## src/rtl/router_1xn.sv

```systemverilog
// router_1xn: routes framed packets (header, payload, parity) into one of NUM_PORTS
// first-word-fall-through FIFOs. Optional stale-FIFO flush: define ROUTER_SOFT_RESET_EN.
module router_1xn #(
    parameter int DATA_W     = 8,
    parameter int NUM_PORTS  = 3,
    parameter int FIFO_DEPTH = 16
) (
    input  logic                        clk,
    input  logic                        resetn,
    input  logic                        pkt_valid,
    input  logic [DATA_W-1:0]           data_in,
    input  logic [NUM_PORTS-1:0]        read_en,
    output logic                        busy,
    output logic [NUM_PORTS*DATA_W-1:0] data_out,
    output logic [NUM_PORTS-1:0]        vld_out,
    output logic                        parity_err,
    output logic                        dest_err,
    output logic [NUM_PORTS-1:0]        soft_reset
);
    localparam int DEST_W = $clog2(NUM_PORTS);
    localparam int PTR_W  = $clog2(FIFO_DEPTH);
    localparam int CNT_W  = PTR_W + 1;
    localparam logic [DEST_W:0]  PORT_LIMIT = (DEST_W + 1)'(NUM_PORTS);
    localparam logic [CNT_W-1:0] FULL_CNT   = CNT_W'(FIFO_DEPTH);

    typedef enum logic [2:0] {IDLE, LOAD, DROP, PARITY, CHECK} state_t;

    state_t              state_reg;
    logic [DEST_W-1:0]   dest_reg;
    logic                dropped_reg;
    logic [DATA_W-1:0]   parity_calc_reg;
    logic [DATA_W-1:0]   parity_beat_reg;
    logic [NUM_PORTS-1:0] full;
    logic [NUM_PORTS-1:0] flush;
    logic [DEST_W-1:0]   hdr_dest;
    logic                consume;

    assign hdr_dest = data_in[DEST_W-1:0];
    // Full is judged on current occupancy, so a same-cycle pop does not release the stall.
    assign busy     = (state_reg == CHECK) || ((state_reg == LOAD) && full[dest_reg]);
    assign consume  = !busy;

    always_ff @(posedge clk or negedge resetn) begin
        if (!resetn) begin
            state_reg       <= IDLE;
            dest_reg        <= '0;
            dropped_reg     <= 1'b0;
            parity_calc_reg <= '0;
            parity_beat_reg <= '0;
            parity_err      <= 1'b0;
            dest_err        <= 1'b0;
        end else begin
            parity_err <= 1'b0;
            dest_err   <= 1'b0;
            case (state_reg)
                IDLE: begin
                    if (pkt_valid) begin
                        parity_calc_reg <= data_in;
                        dest_reg        <= hdr_dest;
                        if ({1'b0, hdr_dest} < PORT_LIMIT) begin
                            state_reg   <= LOAD;
                            dropped_reg <= 1'b0;
                        end else begin
                            state_reg   <= DROP;
                            dropped_reg <= 1'b1;
                            dest_err    <= 1'b1;
                        end
                    end
                end
                LOAD, DROP: begin
                    if (consume) begin
                        if (pkt_valid) begin
                            parity_calc_reg <= parity_calc_reg ^ data_in;
                        end else begin
                            parity_beat_reg <= data_in;
                            state_reg       <= PARITY;
                        end
                    end
                end
                PARITY: begin
                    state_reg  <= CHECK;
                    parity_err <= !dropped_reg && (parity_beat_reg != parity_calc_reg);
                end
                CHECK:   state_reg <= IDLE;
                default: state_reg <= IDLE;
            endcase
        end
    end

    for (genvar gi = 0; gi < NUM_PORTS; gi++) begin : g_port
        localparam logic [DEST_W-1:0] PORT_ID = DEST_W'(gi);

        logic [DATA_W-1:0] mem [FIFO_DEPTH];
        logic [PTR_W-1:0]  wr_ptr_reg;
        logic [PTR_W-1:0]  rd_ptr_reg;
        logic [CNT_W-1:0]  count_reg;
        logic              push;
        logic              pop;

        assign full[gi]    = (count_reg == FULL_CNT);
        assign vld_out[gi] = (count_reg != '0);
        assign data_out[gi*DATA_W +: DATA_W] = vld_out[gi] ? mem[rd_ptr_reg] : '0;

        // A flush wins over both the incoming beat and any pop in the same cycle.
        assign push = (state_reg == LOAD) && consume && pkt_valid &&
                      (dest_reg == PORT_ID) && !flush[gi];
        assign pop  = read_en[gi] && vld_out[gi] && !flush[gi];

        always_ff @(posedge clk) begin
            if (push) begin
                mem[wr_ptr_reg] <= data_in;
            end
        end

        always_ff @(posedge clk or negedge resetn) begin
            if (!resetn) begin
                wr_ptr_reg <= '0;
                rd_ptr_reg <= '0;
                count_reg  <= '0;
            end else if (flush[gi]) begin
                wr_ptr_reg <= '0;
                rd_ptr_reg <= '0;
                count_reg  <= '0;
            end else begin
                if (push) wr_ptr_reg <= wr_ptr_reg + 1'b1;
                if (pop)  rd_ptr_reg <= rd_ptr_reg + 1'b1;
                if (push && !pop) begin
                    count_reg <= count_reg + 1'b1;
                end else if (!push && pop) begin
                    count_reg <= count_reg - 1'b1;
                end
            end
        end

`ifdef ROUTER_SOFT_RESET_EN
        logic [4:0] stale_cnt_reg;

        always_ff @(posedge clk or negedge resetn) begin
            if (!resetn) begin
                stale_cnt_reg <= '0;
            end else if (!vld_out[gi] || read_en[gi] || flush[gi]) begin
                stale_cnt_reg <= '0;
            end else begin
                stale_cnt_reg <= stale_cnt_reg + 1'b1;
            end
        end

        assign flush[gi] = (stale_cnt_reg == 5'd30);
`else
        assign flush[gi] = 1'b0;
`endif
        assign soft_reset[gi] = flush[gi];
    end
endmodule

```

## config.mk

```make
export PLATFORM = sky130hd
export DESIGN_NAME = router_1xn
export DESIGN_NICKNAME = d
export VERILOG_FILES = /design/src/rtl/router_1xn.sv
export SDC_FILE = /design/constraint.sdc
export NUM_CORES = 1
export LEC_CHECK = 0
export CORE_ASPECT_RATIO = 1.2
export CORE_UTILIZATION = 47
export DETAILED_ROUTE_END_ITERATION = 6
export HOLD_SLACK_MARGIN = 0.06
export PLACE_DENSITY = 0.67
export SYNTH_ARGS = -nofsm -noshare
export SYNTH_HDL_FRONTEND = slang
export SYNTH_SLANG_ARGS = --single-unit
```

## constraint.sdc

```tcl
create_clock -name clk -period 5.4 [get_ports clk]
set_clock_uncertainty 0.05 [all_clocks]
set_input_delay 1.35 -clock clk [delete_from_list [all_inputs] [get_ports clk]]
set_output_delay 1.35 -clock clk [all_outputs]
set_load 0.05 [all_outputs]
```

After elaboration in Yosys (flattened, before gate mapping)

Memory sizes are Yosys's and may differ from the RTL's.
Cells that the tools add are included.
Widths: inputs -> output; s select.

Register bits after elaboration: 63
Bits in writable memories: 384
Bits of input ports: 14
Output and inout port bits: 33
Word-level logic and storage cells: 119
Memories kept: 3

Memories:

| memory        | words | width | rd ports | clocked after memory_dff | write ports | RTL line | source |
|---|---|---|---|---|---|---|---|
| g_port[0].mem | 16    | 8     | 1        | 0                        | 1           | 93       | `logic [DATA_W-1:0] mem [FIFO_DEPTH];` |
| g_port[1].mem | 16    | 8     | 1        | 0                        | 1           | 93       |  |
| g_port[2].mem | 16    | 8     | 1        | 0                        | 1           | 93       |  |

$add $sub $neg: 12
Order comparisons: 2
Eq/ne operators: 14
Multiplexer cells: 30
Bitwise gates (word level): 3
Reduce and logical (&&, ||, !) cells: 39

Operators with widths:

| kind                | number |
|---|---|
| $mux 8              | 6 |
| $mux 5              | 6 |
| $add 4x1->4 const B | 6 |
| $logic_and 1x1->1   | 16 |
| $pmux 8 s2          | 1 |
| $add 5x1->5 const B | 3 |
| $eq 5x5->1 const B  | 3 |
| $reduce_bool 5->1   | 3 |
| $sub 5x1->5 const B | 3 |
| $mux 1              | 11 |
| $mux 3              | 3 |
| $pmux 3 s3          | 1 |
| $logic_not 1->1     | 8 |
| $ne 2x2->1 const B  | 4 |
| $ne 8x8->1          | 1 |
| $reduce_bool 2->1   | 4 |
| $xor 8x8->8         | 1 |
| $eq 3x2->1 const B  | 2 |
| $reduce_and 3->1    | 2 |
| $reduce_and 4->1    | 1 |
| $eq 3x1->1 const B  | 1 |
| $eq 3x3->1 const B  | 1 |
| $logic_not 3->1     | 1 |
| $lt 2x3->1 const B  | 1 |
| other kinds (10)    | 11 |

Longest topological paths before layout

Gate-level depths: netlist of run 1.

Word-level depth: 13
Depth in mapped cells: 12
Depth with buffers taken out: 11

Worst setup path before layout of run 1

Ideal clock, no wire load.

Path type: register -> output
From: reg g_port[2].count_reg[0]
To: out data_out[22]
Arrival: 2.284 ns
Setup slack: 1.716 ns
Cell stages (with the launch flop): 6
Cells stage by stage: dfrtp_1 -> or4_4 -> or2_1 -> clkbuf_1 -> nand2_1 -> o22ai_1

Longest elaborated chain between the ends: 2

RTL lines:

| element                | RTL line | source |
|---|---|---|
| from (decl)            | 96       | `logic [CNT_W-1:0] count_reg;` |
| from (signal assigned) | 128      | `count_reg <= count_reg + 1'b1;` |
| from (signal assigned) | 130      | `count_reg <= count_reg - 1'b1;` |
| $reduce_bool 5->1      | 101      | `assign vld_out[gi] = (count_reg != '0);` |
| named net vld_out[2]   | 15       | `output logic [NUM_PORTS-1:0] vld_out,` |
| $mux 8                 | 102      | `assign data_out[gi*DATA_W +: DATA_W] = vld_out[gi] ? mem[rd_ptr_reg] : '0;` |
| to (decl)              | 14       | `output logic [NUM_PORTS*DATA_W-1:0] data_out,` |

The timed path passes the listed nets, and every way through them passes these cells.

Worst setup path after layout of run 1

From: reg g_port[1].rd_ptr_reg[0]
To: out data_out[9]

Longest elaborated chain between the ends: 2

RTL lines:

| element                | RTL line | source |
|---|---|---|
| from (decl)            | 95       | `logic [PTR_W-1:0] rd_ptr_reg;` |
| from (signal assigned) | 126      | `if (pop) rd_ptr_reg <= rd_ptr_reg + 1'b1;` |
| $mem_v2 16x8           | -        |  |
| $mux 8                 | 102      |  |

No other way between the ends.

==> out/metrics.yaml, run 1 <==
yosysUniqueCellTypes: 46
fillers: 2922
grt_start_max_net_pins: 54
gp_congestion: 0.763
cts_hold_buf: 0
largest_register_ffs: 384
drt-pass1-iter-count: 5
r2r_cells: 11
r2r-start: "g_port[2].count_reg[1]$_DFFE_PN0P_"
wl_per_cell_um: 22.3
die-area_um2: 39600
drc: 0
slew_viol_final: 0
synth_flop_cell: "edfxtp_1"
internal_power_mw: 7.36
cts_tree: "yes"
num-nets-final: 1069
slew_headroom: 0.295
htreeDepth: 2
first_global_vias: 9087
core-area_um2: 38100
maxCapViolCount: 0
gr-total-overflow: 0
hp-class: "reg2reg"
start_util: 0.479
post-dp-hpwl_mm: 20.8
synth_area_um2: 18200
cts.sinks: 447
io-pin-count: 47
avgSynthCellArea_um2: 19.1
drive_gt1_frac: 0.204
synthToLayoutAreaGrowth_pct: 12.7
final_area_um2: 20600
crit_chain: "buf_12 > mux4_2 > mux2i_1 > o22ai_1 > clkdlybuf4s50_1"
cts_root_buf: "clkbuf_16"
rsz0062_at_grt: "no"
finalSetupViolations: 0
worstReg2RegEnd: "g_port[2].count_reg[4]$_DFFE_PN0P_"
crit_type: "reg2out"
antenna_found_initial: 0
whs_path_depth: 1
start_kind: "flop"
hold_viol: 0
powerDensity_nw_per_um2: 539
synthCells: 957
finalCritPeriodShare: 0.853
cp_slowest_stage_delay_ps: 760
ant_nets: 0
min_from: "dropped_reg$_DFFE_PN0P_"
clkPwrFrac: 0.253
clock.fmax_ghz: 0.217
dpl_cell_area_um2: 19300
dr.first_iter.drc_count: 569
async_flop_share: 0.141
r2r_setup_slack_ps: 2220
power_leakage_nw: 6.98
fin_setup_tns_ps: 0
switchingPower_mw: 3.72
min_period_ps: 4600
cts_inserted_buffers: 43
die_y_um: 218
placementRows: 78
combPwrFrac: 0.344
via_per_inst: 5.55
track_usage: 0.181
worst_ep_arrival_time_ps: 3200
clockBufferDepth: 3
ys_seq_elements: 447
synth_edf_count: 384
vdd_drop_max_uv: 382
status: "complete, no violations"
routed-via-count: 8516
hold_end: "parity_err$_DFF_PN0_"
cts-resized-gates: 0
io_buffers: 43
cpMaxStageDelayCell: "dfrtp_2"
antenna_cells: 0
post_cts_buffers: 0
clk-insertion-delay-late_ps: 540
cp-end-kind: "output port"
worst_pin_slew_ps: 1060
required_ps: 4000
grt_first_pass_wirelength_mm: 53.4
yosysSeqAreaShare: 0.718
fp.dieW_um: 182
clkTransAtPathRegs_ps: 60
swShare: 0.336
ys_warn_count: 0
cp_max_fo: 19
final_common_cell: "edfxtp_1"
seqPwrFrac: 0.404
mostFrequentLayoutCells: "edfxtp_1, mux4_2, dfrtp_1, mux2i_1, clkbuf_16"
route.final.wire_length_mm: 34.3
==> final cells by class <==
class	instances	area, um^2	area share
well taps	480	601	0.0292
clock buffers	61	1220	0.0596
clock inverters	15	78.8	0.00383
flip-flops and latches	447	13100	0.637
multi-input cells	447	4870	0.237
inverters	17	63.8	0.00310
repair buffers	68	623	0.0303
==> synth_stat cells, types with 9 or more instances <==
| library cell | n | area [um^2] |
|---|---|---|
| clkbuf_1 | 26 | 97.6 |
| o21ai_0 | 10 | 50.1 |
| and2_1 | 24 | 150 |
| xor2_1 | 17 | 149 |
| nor2_1 | 31 | 116 |
| nand2b_1 | 9 | 56.3 |
| ha_1 | 28 | 350 |
| inv_1 | 17 | 63.8 |
| o22ai_1 | 24 | 150 |
| nand3_1 | 16 | 80.1 |
| edfxtp_1 | 384 | 11500 |
| nand2_1 | 37 | 139 |
| xnor2_1 | 32 | 280 |
| buf_2 | 13 | 65.1 |
| a21oi_1 | 9 | 45.0 |
| mux2i_1 | 49 | 490 |
| mux4_2 | 96 | 2160 |
| dfrtp_1 | 63 | 1580 |
==> power by group through the flow <==
stage | Clock (mW) | Combinational (mW) | Sequential (mW)
final | 2.80 | 3.81 | 4.47
after global routing | 3.00 | 4.08 | 4.54
after CTS | 2.86 | 3.85 | 4.48
after detailed placement | 0 | 3.84 | 4.55
after global placement | 0 | 3.81 | 4.54
after floorplan | 0 | 3.04 | 4.28
==> cells by family (layout without fill, tap and decap cells) <==
kind of cell | after synthesis | after routing | synth area share
buffers and inverters | 65 | 161 | 0.0153
adders and majority gates | 31 | 31 | 0.0225
DFF | 447 | 447 | 0.718
other | 1 | 3 | 0.000206
and+or+nand+nor | 150 | 150 | 0.0446
AOI/OAI and AO/OA | 54 | 54 | 0.0191
muxes | 160 | 160 | 0.156
xor gates and xnor gates | 49 | 49 | 0.0235
==> through the flow <==
step / utilization / cells / worst slack (ps) / hold WS (ps) / power [mW]
2_1_floorplan: - / 959 / 1720 / 359 / 7.32
3_3_place_gp: 0.506 / 1459 / 1040 / 376 / 8.35
3_5_place_dp: 0.506 / 1459 / 965 / 392 / 8.39
4_1_cts: 0.540 / 1535 / 686 / 400 / 11.2
5_1_grt: 0.540 / 1535 / 617 / 423 / 11.6
6_report: 0.540 / 1535 / 796 / 399 / 11.1
==> how the worst max path moves through the flow <==
stage / end / depth (start not counted) / startpoint
2_1_floorplan: data_out[22] / 5 / g_port[2].count_reg[0]$_DFFE_PN0P_
3_3_place_gp: g_port[1].count_reg[4]$_DFFE_PN0P_ / 10 / pkt_valid
3_5_place_dp: g_port[1].count_reg[4]$_DFFE_PN0P_ / 10 / pkt_valid
4_1_cts: data_out[9] / 5 / g_port[1].rd_ptr_reg[0]$_DFFE_PN0P_
5_1_grt: data_out[9] / 5 / g_port[1].rd_ptr_reg[0]$_DFFE_PN0P_
6_report: data_out[9] / 5 / g_port[1].rd_ptr_reg[0]$_DFFE_PN0P_
==> critical path, delay by kind of cell (launching register included) <==
| family | cells | cell delay [ps] |
|---|---|---|
| flip-flops | 1 | 760 |
| buffers and inverters | 2 | 990 |
| multiplexers | 2 | 750 |
| AO/OA/AOI/OAI | 1 | 150 |
==> per-layer routing <==
layer | routed length [um] | GRT usage | share of wire
met5 | 0 | 0 | 0
met2 | 17400 | 0.313 | 0.51
met3 | 1120 | 0.0277 | 0.033
met1 | 15100 | 0.238 | 0.44
met4 | 664 | 0.0515 | 0.019
No activity file was read; power rests on OpenSTA's default activity.
==> inputs of run 2 (changes only) <==
--- a/config.mk
+++ b/config.mk
@@ -6,10 +6,12 @@
 export NUM_CORES = 1
 export LEC_CHECK = 0
 export CORE_ASPECT_RATIO = 1.2
+export CORE_MARGIN = 1
 export CORE_UTILIZATION = 47
 export DETAILED_ROUTE_END_ITERATION = 6
 export HOLD_SLACK_MARGIN = 0.06
 export PLACE_DENSITY = 0.67
+export SETUP_SLACK_MARGIN = 0.1
 export SYNTH_ARGS = -nofsm -noshare
 export SYNTH_HDL_FRONTEND = slang
 export SYNTH_SLANG_ARGS = --single-unit
==> results of run 2 <==
The final DEF is identical to that of run 1; final timing and power are the same.
==> inputs of run 3 (changes only) <==
--- a/config.mk
+++ b/config.mk
@@ -5,12 +5,14 @@
 export SDC_FILE = /design/constraint.sdc
 export NUM_CORES = 1
 export LEC_CHECK = 0
+export CELL_PAD_IN_SITES_DETAIL_PLACEMENT = 0
+export CELL_PAD_IN_SITES_GLOBAL_PLACEMENT = 1
 export CORE_ASPECT_RATIO = 1.2
 export CORE_MARGIN = 1
 export CORE_UTILIZATION = 47
 export DETAILED_ROUTE_END_ITERATION = 6
 export HOLD_SLACK_MARGIN = 0.06
-export PLACE_DENSITY = 0.67
+export PLACE_DENSITY = 0.74
 export SETUP_SLACK_MARGIN = 0.1
 export SYNTH_ARGS = -nofsm -noshare
 export SYNTH_HDL_FRONTEND = slang
==> out/metrics.yaml, run 3 (synthesis gave the netlist of run 1 again) <==
status: "complete, no violations"
post-dp-hpwl_mm: 21.0  # +0.99%
mostFrequentLayoutCells: "edfxtp_1, mux4_2, dfrtp_1, mux2i_1, clkbuf_16"
first_global_vias: 9229  # +1.6%
num-nets-final: 1066  # -0.28%
post_cts_buffers: 0  # unchanged
crit_buf_inv: 2  # unchanged
drc: 0  # unchanged
min_period_ps: 4640  # +40.7 ps
register_area_um2: 13100  # unchanged
track_usage: 0.184  # +0.00343
drive_gt1_frac: 0.198  # -0.00569
slew_headroom: 0.313  # +0.0184
clockBufferDepth: 3  # unchanged
grt_start_max_net_pins: 64  # +19%
crit_start: "g_port[0].rd_ptr_reg[0]$_DFFE_PN0P_"
cp_max_fo: 18  # -1
core-area_um2: 38100  # unchanged
r2r-start: "g_port[2].count_reg[1]$_DFFE_PN0P_"
cts_hold_buf: 0  # unchanged
ant_nets: 0  # unchanged
largest_register_ffs: 384  # unchanged
via_per_inst: 5.58  # +0.60%
crit_type: "reg2out"
powerDensity_nw_per_um2: 542  # +0.72%
hp-class: "reg2reg"
internal_power_mw: 7.39  # +0.44%
clock.fmax_ghz: 0.215  # -0.88%
clk-insertion-delay-late_ps: 550  # about the same
switchingPower_mw: 3.75  # +0.92%
gp_congestion: 0.733  # -3.9%
worstReg2RegEnd: "g_port[2].count_reg[4]$_DFFE_PN0P_"
r2r_cells: 11  # unchanged
worst_ep_arrival_time_ps: 3240  # +40 ps
slew_viol_final: 0  # unchanged
antenna_found_initial: 0  # unchanged
cts_root_buf: "clkbuf_16"
cp_num_cells: 5  # unchanged
fin_setup_tns_ps: 0  # unchanged
fin_ws_ps: 755  # -40.7 ps
clkPwrFrac: 0.258  # +0.005
power_leakage_nw: 6.97  # -0.23%
placementRows: 78  # unchanged
vdd_drop_max_uv: 378  # -0.90%
rsz0062_at_grt: "no"
cpLargestDelayFamily: "buffers and inverters"
utilization: 0.540  # -0.000625
routed-via-count: 8567  # +0.60%
finalSetupViolations: 0  # unchanged
io_buffers: 43  # unchanged
finalCritPeriodShare: 0.860  # +0.00754
htreeDepth: 2  # unchanged
cts_tree: "yes"
multi_input_area_um2: 4870  # unchanged
die-area_um2: 39600  # unchanged
cts-resized-gates: 0  # unchanged
io-pin-count: 47  # unchanged
crit_end: "data_out[2]"
worst_pin_slew_ps: 1030  # -27.7 ps
grt_first_pass_wirelength_mm: 54.6  # +2.4%
cts.sinks: 447  # unchanged
swShare: 0.337  # +0.00109
power.total_mw: 11.1  # +0.60%
cp_slowest_stage_delay_ps: 770  # about the same
min_from: "dropped_reg$_DFFE_PN0P_"
cp-end-kind: "output port"
gr-total-overflow: 0  # unchanged
dr.first_iter.drc_count: 703  # +24%
route.final.wire_length_mm: 34.7  # +1.2%
cpMaxStageDelayCell: "dfrtp_2"
start_util: 0.479  # unchanged
start_kind: "flop"
antenna_cells: 0  # unchanged
pre_cts_slack_ps: 980  # +15.0 ps
fillers: 2992  # +2.4%
crit_chain: "buf_4 > mux4_2 > mux2i_1 > o22ai_1 > clkdlybuf4s50_1"
seqPwrFrac: 0.402  # -0.002
wl_per_cell_um: 22.6  # +1.2%
maxCapViolCount: 0  # unchanged
fp.dieW_um: 182  # unchanged
cts_inserted_buffers: 44  # +2.3%
hold_ws_ps: 391  # -8.35 ps
synthToLayoutAreaGrowth_pct: 12.6
drt-pass1-iter-count: 5  # unchanged
hold_viol: 0  # unchanged
required_ps: 4000  # about the same
clkTransAtPathRegs_ps: 60  # about the same
r2r_setup_slack_ps: 2150  # -70 ps
die_y_um: 218  # unchanged
final_common_cell: "edfxtp_1"
combPwrFrac: 0.340  # -0.004
[run 3: area by class of cell]
type,instances,share of cell area
sequential,447,0.638
multi-input combinational,447,0.237
clock buffer,57,0.0570
tap,480,0.0292
timing repair buffer,64,0.0276
clock inverter,23,0.00798
inverter,17,0.00311
[run 3: routing by layer]
layer,up-vias,track usage,wire (um)
li1,3900,-,-
met1,4467,0.249,15400
met2,151,0.313,17400
met3,49,0.0254,1090
met4,0,0.0563,736
met5,-,0,0
[run 3: how the worst min path moves through the flow]
stage / end / slack, ps / cells past startpoint
floorplan: parity_err$_DFF_PN0_ / 360 / 1
global placement: parity_err$_DFF_PN0_ / 370 / 1
detailed placement: parity_err$_DFF_PN0_ / 390 / 1
CTS: parity_err$_DFF_PN0_ / 390 / 1
global route: parity_err$_DFF_PN0_ / 420 / 1
finish: parity_err$_DFF_PN0_ / 390 / 1
[run 3: power by group through the flow]
stage | Sequential [mW] | Clock, mW | Combinational [mW]
after floorplan | 4.28 | 0 | 3.04
after global placement | 4.56 | 0 | 3.80
after detailed placement | 4.57 | 0 | 3.84
after CTS | 4.50 | 2.94 | 3.85
after global routing | 4.54 | 3.07 | 4.07
final | 4.48 | 2.87 | 3.79
[run 3: per-stage QoR]
step                      instance area [um^2]  std cells
final                                    20500       1535
after global routing                     20500       1535
after CTS                                20500       1535
after detailed placement                 19200       1455
after global placement                   19200       1455
after floorplan                          18300        959
